## src/rtl/hazard_stall_ctrl_if.sv

```systemverilog
// Bundle between the ID stage, the dcache controller and the pipeline-register
// enables that surrounds the hazard/stall controller.
interface hazard_stall_ctrl_if #(
    parameter int CNT_W = 16
);
    logic             idex_memread_i;
    logic [4:0]       idex_rt_i;
    logic [4:0]       ifid_rs_i;
    logic [4:0]       ifid_rt_i;
    logic             mem_req_i;
    logic             cache_hit_i;
    logic             mem_ack_i;
    logic             hd_o;
    logic             pc_write_o;
    logic             ifid_write_o;
    logic             pipe_stall_o;
    logic [CNT_W-1:0] miss_cnt_o;
    logic [CNT_W-1:0] stall_cnt_o;
    logic             err_o;

    // Pipeline/cache side: drives the status inputs, consumes the enables.
    modport master (
        output idex_memread_i, idex_rt_i, ifid_rs_i, ifid_rt_i,
        output mem_req_i, cache_hit_i, mem_ack_i,
        input  hd_o, pc_write_o, ifid_write_o, pipe_stall_o,
        input  miss_cnt_o, stall_cnt_o, err_o
    );

    // Controller side.
    modport slave (
        input  idex_memread_i, idex_rt_i, ifid_rs_i, ifid_rt_i,
        input  mem_req_i, cache_hit_i, mem_ack_i,
        output hd_o, pc_write_o, ifid_write_o, pipe_stall_o,
        output miss_cnt_o, stall_cnt_o, err_o
    );
endinterface

```

## src/rtl/hazard_stall_ctrl.sv

```systemverilog
// ID-stage bubble select and pipeline write enables: combinational load-use
// detection plus a dcache-miss freeze FSM, saturating counters and timeout flag.
module hazard_stall_ctrl #(
    parameter int CNT_W   = 16,
    parameter int TIMEOUT = 1023
) (
    input  logic               clk_i,
    input  logic               rst_i,
    hazard_stall_ctrl_if.slave bus
);

    typedef enum logic [1:0] {
        IDLE      = 2'd0,
        MISS_WAIT = 2'd1,
        RETRY     = 2'd2
    } state_e;

    localparam logic [CNT_W-1:0] CNT_MAX  = '1;
    localparam logic [CNT_W-1:0] WAIT_MAX = CNT_W'(TIMEOUT);

    state_e           state_q, state_d;
    logic [CNT_W-1:0] wait_q, wait_d;
    logic [CNT_W-1:0] miss_cnt_q, miss_cnt_d;
    logic [CNT_W-1:0] stall_cnt_q, stall_cnt_d;
    logic             err_q, err_d;

    logic miss_seen;
    logic stall;
    logic raw;
    logic hd;

    // The freeze starts in the very cycle the miss is seen, before the FSM moves.
    always_comb begin
        miss_seen = (state_q == IDLE) && bus.mem_req_i && !bus.cache_hit_i;
        stall     = miss_seen || (state_q != IDLE);
        raw       = bus.idex_memread_i && (bus.idex_rt_i != 5'd0) &&
                    ((bus.idex_rt_i == bus.ifid_rs_i) || (bus.idex_rt_i == bus.ifid_rt_i));
        hd        = raw && !stall;
    end

    assign bus.hd_o         = hd;
    assign bus.pipe_stall_o = stall;
    assign bus.pc_write_o   = !(hd || stall);
    assign bus.ifid_write_o = !(hd || stall);
    assign bus.miss_cnt_o   = miss_cnt_q;
    assign bus.stall_cnt_o  = stall_cnt_q;
    assign bus.err_o        = err_q;

    // NOTE: every always_comb target gets a default first so no path leaves it unassigned (no latch).
    always_comb begin
        state_d = state_q;
        wait_d  = wait_q;
        err_d   = err_q;
        unique case (state_q)
            IDLE: begin
                if (miss_seen) begin
                    state_d = MISS_WAIT;
                    wait_d  = '0;
                end
            end
            MISS_WAIT: begin
                if (bus.mem_ack_i) begin
                    state_d = RETRY;
                end else begin
                    // Timeout only flags; the refill may still arrive late.
                    if (wait_q == WAIT_MAX) begin
                        err_d = 1'b1;
                    end else begin
                        wait_d = wait_q + 1'b1;
                    end
                end
            end
            RETRY: begin
                state_d = IDLE;
            end
            default: begin
                state_d = IDLE;
            end
        endcase
    end

    always_comb begin
        miss_cnt_d  = miss_cnt_q;
        stall_cnt_d = stall_cnt_q;
        if (miss_seen && (miss_cnt_q != CNT_MAX)) begin
            miss_cnt_d = miss_cnt_q + 1'b1;
        end
        if (stall && (stall_cnt_q != CNT_MAX)) begin
            stall_cnt_d = stall_cnt_q + 1'b1;
        end
    end

    // NOTE: sequential state uses non-blocking assignments so all flops update together.
    always_ff @(posedge clk_i or posedge rst_i) begin
        if (rst_i) begin
            state_q     <= IDLE;
            wait_q      <= '0;
            miss_cnt_q  <= '0;
            stall_cnt_q <= '0;
            err_q       <= 1'b0;
        end else begin
            state_q     <= state_d;
            wait_q      <= wait_d;
            miss_cnt_q  <= miss_cnt_d;
            stall_cnt_q <= stall_cnt_d;
            err_q       <= err_d;
        end
    end

endmodule

```

## src/flat_wrapper.sv

```systemverilog
// flat-port wrapper written by rule: the top's interface ports become plain ports
module hazard_stall_ctrl_flat 
#(
    parameter int CNT_W   = 16,
    parameter int TIMEOUT = 1023
)
  (clk_i, rst_i, bus_idex_memread_i, bus_idex_rt_i, bus_ifid_rs_i, bus_ifid_rt_i, bus_mem_req_i, bus_cache_hit_i, bus_mem_ack_i, bus_hd_o, bus_pc_write_o, bus_ifid_write_o, bus_pipe_stall_o, bus_miss_cnt_o, bus_stall_cnt_o, bus_err_o);
  hazard_stall_ctrl_if #(.CNT_W(CNT_W)) bus_i ();
  input  logic clk_i;
  input  logic rst_i;
  input wire logic [$bits(bus_i.idex_memread_i)-1:0] bus_idex_memread_i;
  input wire logic [$bits(bus_i.idex_rt_i)-1:0] bus_idex_rt_i;
  input wire logic [$bits(bus_i.ifid_rs_i)-1:0] bus_ifid_rs_i;
  input wire logic [$bits(bus_i.ifid_rt_i)-1:0] bus_ifid_rt_i;
  input wire logic [$bits(bus_i.mem_req_i)-1:0] bus_mem_req_i;
  input wire logic [$bits(bus_i.cache_hit_i)-1:0] bus_cache_hit_i;
  input wire logic [$bits(bus_i.mem_ack_i)-1:0] bus_mem_ack_i;
  output wire logic [$bits(bus_i.hd_o)-1:0] bus_hd_o;
  output wire logic [$bits(bus_i.pc_write_o)-1:0] bus_pc_write_o;
  output wire logic [$bits(bus_i.ifid_write_o)-1:0] bus_ifid_write_o;
  output wire logic [$bits(bus_i.pipe_stall_o)-1:0] bus_pipe_stall_o;
  output wire logic [$bits(bus_i.miss_cnt_o)-1:0] bus_miss_cnt_o;
  output wire logic [$bits(bus_i.stall_cnt_o)-1:0] bus_stall_cnt_o;
  output wire logic [$bits(bus_i.err_o)-1:0] bus_err_o;
  assign bus_i.idex_memread_i = bus_idex_memread_i;
  assign bus_i.idex_rt_i = bus_idex_rt_i;
  assign bus_i.ifid_rs_i = bus_ifid_rs_i;
  assign bus_i.ifid_rt_i = bus_ifid_rt_i;
  assign bus_i.mem_req_i = bus_mem_req_i;
  assign bus_i.cache_hit_i = bus_cache_hit_i;
  assign bus_i.mem_ack_i = bus_mem_ack_i;
  assign bus_hd_o = bus_i.hd_o;
  assign bus_pc_write_o = bus_i.pc_write_o;
  assign bus_ifid_write_o = bus_i.ifid_write_o;
  assign bus_pipe_stall_o = bus_i.pipe_stall_o;
  assign bus_miss_cnt_o = bus_i.miss_cnt_o;
  assign bus_stall_cnt_o = bus_i.stall_cnt_o;
  assign bus_err_o = bus_i.err_o;
  hazard_stall_ctrl #(.CNT_W(CNT_W), .TIMEOUT(TIMEOUT)) u_core (.clk_i(clk_i), .rst_i(rst_i), .bus(bus_i));
endmodule
```

## config.mk

```make
export PLATFORM = sky130hd
export DESIGN_NAME = hazard_stall_ctrl_flat
export DESIGN_NICKNAME = d
export VERILOG_FILES = /design/src/rtl/hazard_stall_ctrl_if.sv /design/src/rtl/hazard_stall_ctrl.sv /design/src/flat_wrapper.sv
export SDC_FILE = /design/constraint.sdc
export NUM_CORES = 1
export LEC_CHECK = 0
export ABC_AREA = 0
export CORE_MARGIN = 4
export CORE_UTILIZATION = 51
export DETAILED_ROUTE_END_ITERATION = 10
export PLACE_DENSITY = 0.89
export SLEW_MARGIN = 40
export SYNTH_ARGS = -nofsm -noshare
export SYNTH_HDL_FRONTEND = slang
export SYNTH_SLANG_ARGS = --single-unit
```

## constraint.sdc

```tcl
create_clock -name clk_i -period 2.8 [get_ports clk_i]
set_clock_uncertainty 0.1 [all_clocks]
set_input_delay 0.42 -clock clk_i [delete_from_list [all_inputs] [get_ports clk_i]]
set_output_delay 0.42 -clock clk_i [all_outputs]
set_load 0.02 [all_outputs]
```

# Word level (Yosys, flattened, before mapping)
# Cells that the tools add are included.
[classes]
n_addsub = 3
eq_ne = 10
n_mux = 7
bitwise_logic = 1
reduce_logical = 20
[ops]
columns = ["cell", "n"]
rows = [
  ["adder 16 x 1 -> 16 bit (second input constant)", 3],
  ["2-to-1 mux 16 bit", 3],
  ["!= test 16 bit (second input constant)", 2],
  ["one-hot mux 16 bit (2 select lines)", 1],
  ["== test 16 x 10 -> 1 bit (second input constant)", 1],
  ["== test 5 bit", 2],
  ["logical AND 1 bit", 7],
  ["!= test 2 bit (second input constant)", 3],
  ["nonzero test 5 bit", 1],
  ["2-to-1 mux 2 bit", 2],
  ["one-hot mux 2 bit (2 select lines)", 1],
  ["AND reduction 4 bit", 1],
  ["nonzero test 2 bit", 2],
  ["zero test 1 bit", 3],
  ["logical OR 1 bit", 3],
  ["AND reduction 3 bit", 1],
  ["== test 2 x 1 -> 1 bit (second input constant)", 1],
  ["zero test 2 bit", 1],
  ["!= test 2 x 1 -> 1 bit (second input constant)", 1],
  ["AND reduction 2 bit", 1],
  ["inverter 1 bit", 1],
]
[totals]
register_bits = 51
input_bits = 21
output_inout_bits = 37
elab_cells = 46

# Logic depth before layout (Yosys ltp)
[logic_depth]
ltp_word = 8
depth_mapped = 6
depth_no_buf = 5

# Worst setup path after synthesis
# No wires, ideal clock.
[synth_timing]
kind = "register to output"
startpoint = "register u_core.state_q[1]"
endpoint = "output bus_hd_o"
arrival_time_ps = 1816
required_time_ps = 2280
setup_slack_ps = 464
path_stages_with_launch = 5
path_buffers = 0
path_cell_list = "dfrtp_1 > or2_2 > nor2_1 > inv_1 > nor3_1"
[synth_between]
elab_chain_len = 6
elab_cells_between_ends = 7
classes_between = "7 x reduce/logical"
[synth_lines]
columns = ["element", "line_no", "text"]
rows = [
  ["from (decl)", "hazard_stall_ctrl.sv:21", "state_e state_q, state_d;"],
  ["from (signal assigned)", "hazard_stall_ctrl.sv:102", "state_q <= state_d;"],
  ["zero test 2 bit", "hazard_stall_ctrl.sv:34", "miss_seen = (state_q == IDLE) && bus.mem_req_i && !bus.cache_hit_i;"],
  ["logical AND 1 bit (2 in a row)", "hazard_stall_ctrl.sv:34", ""],
  ["logical OR 1 bit *", "hazard_stall_ctrl.sv:35", "stall = miss_seen || (state_q != IDLE);"],
  ["net bus_pipe_stall_o", "flat_wrapper.sv:21", "output wire logic [$bits(bus_i.pipe_stall_o)-1:0] bus_pipe_stall_o;"],
  ["zero test 1 bit *", "hazard_stall_ctrl.sv:38", "hd = raw && !stall;"],
  ["logical AND 1 bit *", "hazard_stall_ctrl.sv:38", ""],
  ["to (decl)", "flat_wrapper.sv:18", "output wire logic [$bits(bus_i.hd_o)-1:0] bus_hd_o;"],
]
# The timed path passes the listed nets; every way through them passes the cells marked *.

# Final worst setup path
[layout_timing]
startpoint = "input bus_idex_rt_i[0]"
endpoint = "output bus_hd_o"
[layout_between]
elab_chain_len = 4
elab_cells_between_ends = 7
classes_between = "2 x eq/ne; 5 x reduce/logical"
[layout_lines]
columns = ["element", "line_no", "text"]
rows = [
  ["from (decl)", "flat_wrapper.sv:12", "input wire logic [$bits(bus_i.idex_rt_i)-1:0] bus_idex_rt_i;"],
  ["== test 5 bit or nonzero test 5 bit (tied branches)", "hazard_stall_ctrl.sv:37, hazard_stall_ctrl.sv:36", ""],
  ["logical OR 1 bit or logical AND 1 bit (tied branches)", "hazard_stall_ctrl.sv:37, hazard_stall_ctrl.sv:36", ""],
  ["logical AND 1 bit *", "hazard_stall_ctrl.sv:36", "raw = bus.idex_memread_i && (bus.idex_rt_i != 5'd0) &&"],
  ["logical AND 1 bit *", "hazard_stall_ctrl.sv:38", ""],
]
# Every way passes the cells marked *; elsewhere a longest branch is shown, timed or not.

==> results.yml <==
run_status:
  status: "finished, final reports clean"
grt:
  grt_overflow: 0
  grt.total_usage: 0.1982
  grt_pass1_wl_um: 10340
  antenna_found_initial: 0
  grt_max_degree: 34
  grt_pass1_vias: 2274
cts:
  htreeDepth: 2
  cts_buffer_depth: 2
  cts_setup_buffers: 0
  cts.sinks: 51
  worstSkewPairLatency_ns: 0.31
  cts_root_buf: "clkbuf_8"
  cts_buffers: 5
  cts_tree: "done"
  path_clk_slew_ns: 0.09
place:
  finalWeightedCongestion: 0.8861
  hpwlAfterDp_um: 4782
  io_buffers: 57
  dpl.cell_count: 404
  dp_slack_ns: -0.09942
routing:
  drtIter0Drc: 87
  drcViolationCount: 0
  firstDrtPassIters: 4
  ant_nets: 0
  dr_total_vias: 2339
  avgViaCountPerCell: 5.691
  wl_per_cell_um: 15.22
  drt-total-wl_um: 6254
floorplan:
  die_area_um2: 6751
  row_count: 26
  initial_core_util: 0.5389
  core_region_area_um2: 5205
  pin_count: 58
  die_w_um: 82.17
  chipHeight_um: 82.17
critical_path:
  path_class: "primary input to primary output"
  worstPathArrival_ns: 2.11
  required_ns: 2.28
  worst-path-max-fanout: 2
  cp-end-kind: "primary output"
  startpoint_type: "primary input"
logic_synthesis:
  async_reset_ff_frac: 1.000
  synth_top_family_by_area: "simple AND/OR/NAND/NOR gates"
  netlist-cell-type-count: 54
  yosysSeqAreaShare: 0.4550
  yosysWarnings: 0
  synthMuxAreaShare: 0.01873
  synthSimpleGateAreaFrac: 0.2721
  synth_area_um2: 2805
  synth_edf_count: 0
  ys_ff_latch: 51
  synthCells: 270
  synth_fa_ha_area_frac: 0.01338
  synthXorXnorAreaFrac: 0.1280
  synth_compound_area_frac: 0.09322
  synth.net_count: 294
  synth_ff_type: "dfrtp_1"
  avgSynthCellArea_um2: 10.39
worst_hold_path:
  holdCritPathClass: "register to register"
timing:
  maxSlewHeadroom: 0.5276
  hold_violations: 0
  slew_viol_final: 0
  whs_ns: 0.3971
  timing.final.ws_setup_ns: 0.1729
  clock.fmax_mhz: 380.7
  finalSetupViolations: 0
  period_share: 0.9382
  fin_setup_tns_ns: 0
  period_needed_ns: 2.627
  tightestPinTransition_ns: 0.7027
  rsz0062_at_grt: "no"
power_and_ir_drop:
  total_power_mw: 2.317
  powerDensity_nw_per_um2: 639.5
  vdd.ir_drop.worst_mv: 0.5266
  p_leak_nw: 1.606
layout:
  nets: 365
  antennaDiodeCount: 0
  layout-drive-gt1-share: 0.09091
  syn_to_final_growth_pct: 29.17
  fin_cells: 411
run:
  maxCapViolCount: 0
-- registers in the layout (all words and copies together) (netlist names) --
name / cells
u_core.bus.stall_cnt_o: 16
u_core.wait_q: 16
u_core.state_q: 2
u_core.bus.miss_cnt_o: 16
u_core.bus.err_o: 1
-- placed cells by master (no fill, tap or decap), types with 3 or more instances in the layout --
| cell | instances |
|---|---|
| nor3b_1 | 3 |
| o21bai_1 | 3 |
| nor2_1 | 9 |
| nor3_1 | 24 |
| or3_1 | 3 |
| xor2_1 | 34 |
| mux2i_1 | 3 |
| or4_1 | 4 |
| clkdlybuf4s50_1 | 54 |
| nand2_1 | 16 |
| nand4_1 | 9 |
| dlygate4sd2_1 | 3 |
| clkbuf_8 | 5 |
| dfrtp_1 | 51 |
| and3_1 | 6 |
| inv_1 | 5 |
| ha_1 | 3 |
| buf_4 | 12 |
| nand2b_1 | 3 |
| nor2b_1 | 3 |
| nor4_1 | 10 |
| xnor2_1 | 7 |
| nor4_4 | 3 |
| nand3_1 | 19 |
| o2bb2ai_1 | 3 |
| a21o_1 | 4 |
| o211ai_1 | 3 |
| o21ai_0 | 3 |
-- layer usage --
| layer | vias to the layer above | wire length, um | track usage |
|---|---|---|---|
| met5 | - | 0 | 0 |
| met2 | 61 | 3153 | 0.3449 |
| met3 | 11 | 209 | 0.03037 |
| li1 | 1154 | - | - |
| met4 | 0 | 130 | 0.08970 |
| met1 | 1113 | 2761 | 0.2418 |
-- path summary, 6_finish.rpt --
kind | slack (ns) | startpoint | to | cells past startpoint
min | 0.40 | u_core.bus.err_o | u_core.bus.err_o | 1
max reg2reg | 0.56 | u_core.bus.stall_cnt_o[0] | u_core.bus.stall_cnt_o[1] | 5
max in group asynchronous | 1.55 | rst_i | u_core.bus.stall_cnt_o[4] | 3
min reg2reg | 0.40 | u_core.bus.err_o | u_core.bus.err_o | 1
max | 0.17 | bus_idex_rt_i[0] | bus_hd_o | 6
min in group asynchronous | 0.44 | rst_i | u_core.wait_q[9] | 2
-- per-stage QoR --
step                      utilization  instance area [um^2]
after floorplan                     -                  2805
after global placement         0.6764                  3521
after detailed placement       0.6764                  3521
after CTS                      0.6962                  3623
after global routing           0.6962                  3623
final                          0.6962                  3623
-- cells by family after synthesis --
| group | after synthesis |
|---|---|
| and+or+nand+nor | 125 |
| DFF | 51 |
| xor gates and xnor gates | 41 |
| AOI/OAI and AO/OA | 34 |
| buffers and inverters | 11 |
| muxes | 5 |
| adders and majority gates | 3 |
-- power by group --
part           internal, mW  total, mW  leakage [nW]  switching [mW]
registers             0.875       1.08         0.667           0.209
logic                 0.369      0.733         0.889           0.364
clock network         0.261      0.501        0.0502           0.240
-- cell type report --
type,count,area (um^2)
clock buffers,5,68.82
clock inverters,2,37.54
fillers,390,1582
inverters,6,22.52
multi-input cells,208,1474
flip-flops and latches,51,1276
well taps,70,87.58
repair buffers,69,656.9
-- worst max-delay path, stage by stage --
cell and delay, ns:
clkdlybuf4s50_1 0.42, or4_1 0.53, o21ai_0 0.23, buf_4 0.15, nor3_1 0.03, dlygate4sd2_1 0.32
-- Yosys cell counts, types with 4 or more instances --
library cell  count  area, um^2
dfrtp_1          51        1276
and3_1            6       37.54
nand3_1          19       95.09
xnor2_1           7       61.31
nor2_1            9       33.78
nand2_1          16       60.06
a21o_1            4       30.03
nor3_1           24       120.1
nor4_1           10       62.56
xor2_1           34       297.8
or4_1             4       30.03
inv_1             6       22.52
nand4_1           9       56.30
-- timing repair --
action | 4_1_cts | 5_1_grt
hold endpoints to repair | 0 | 0
gates resized for setup | 3 | 0
hold buffers | 0 | 0
endpoints found under the setup margin | 3 | 0
Power figures use the tool's default switching activity.
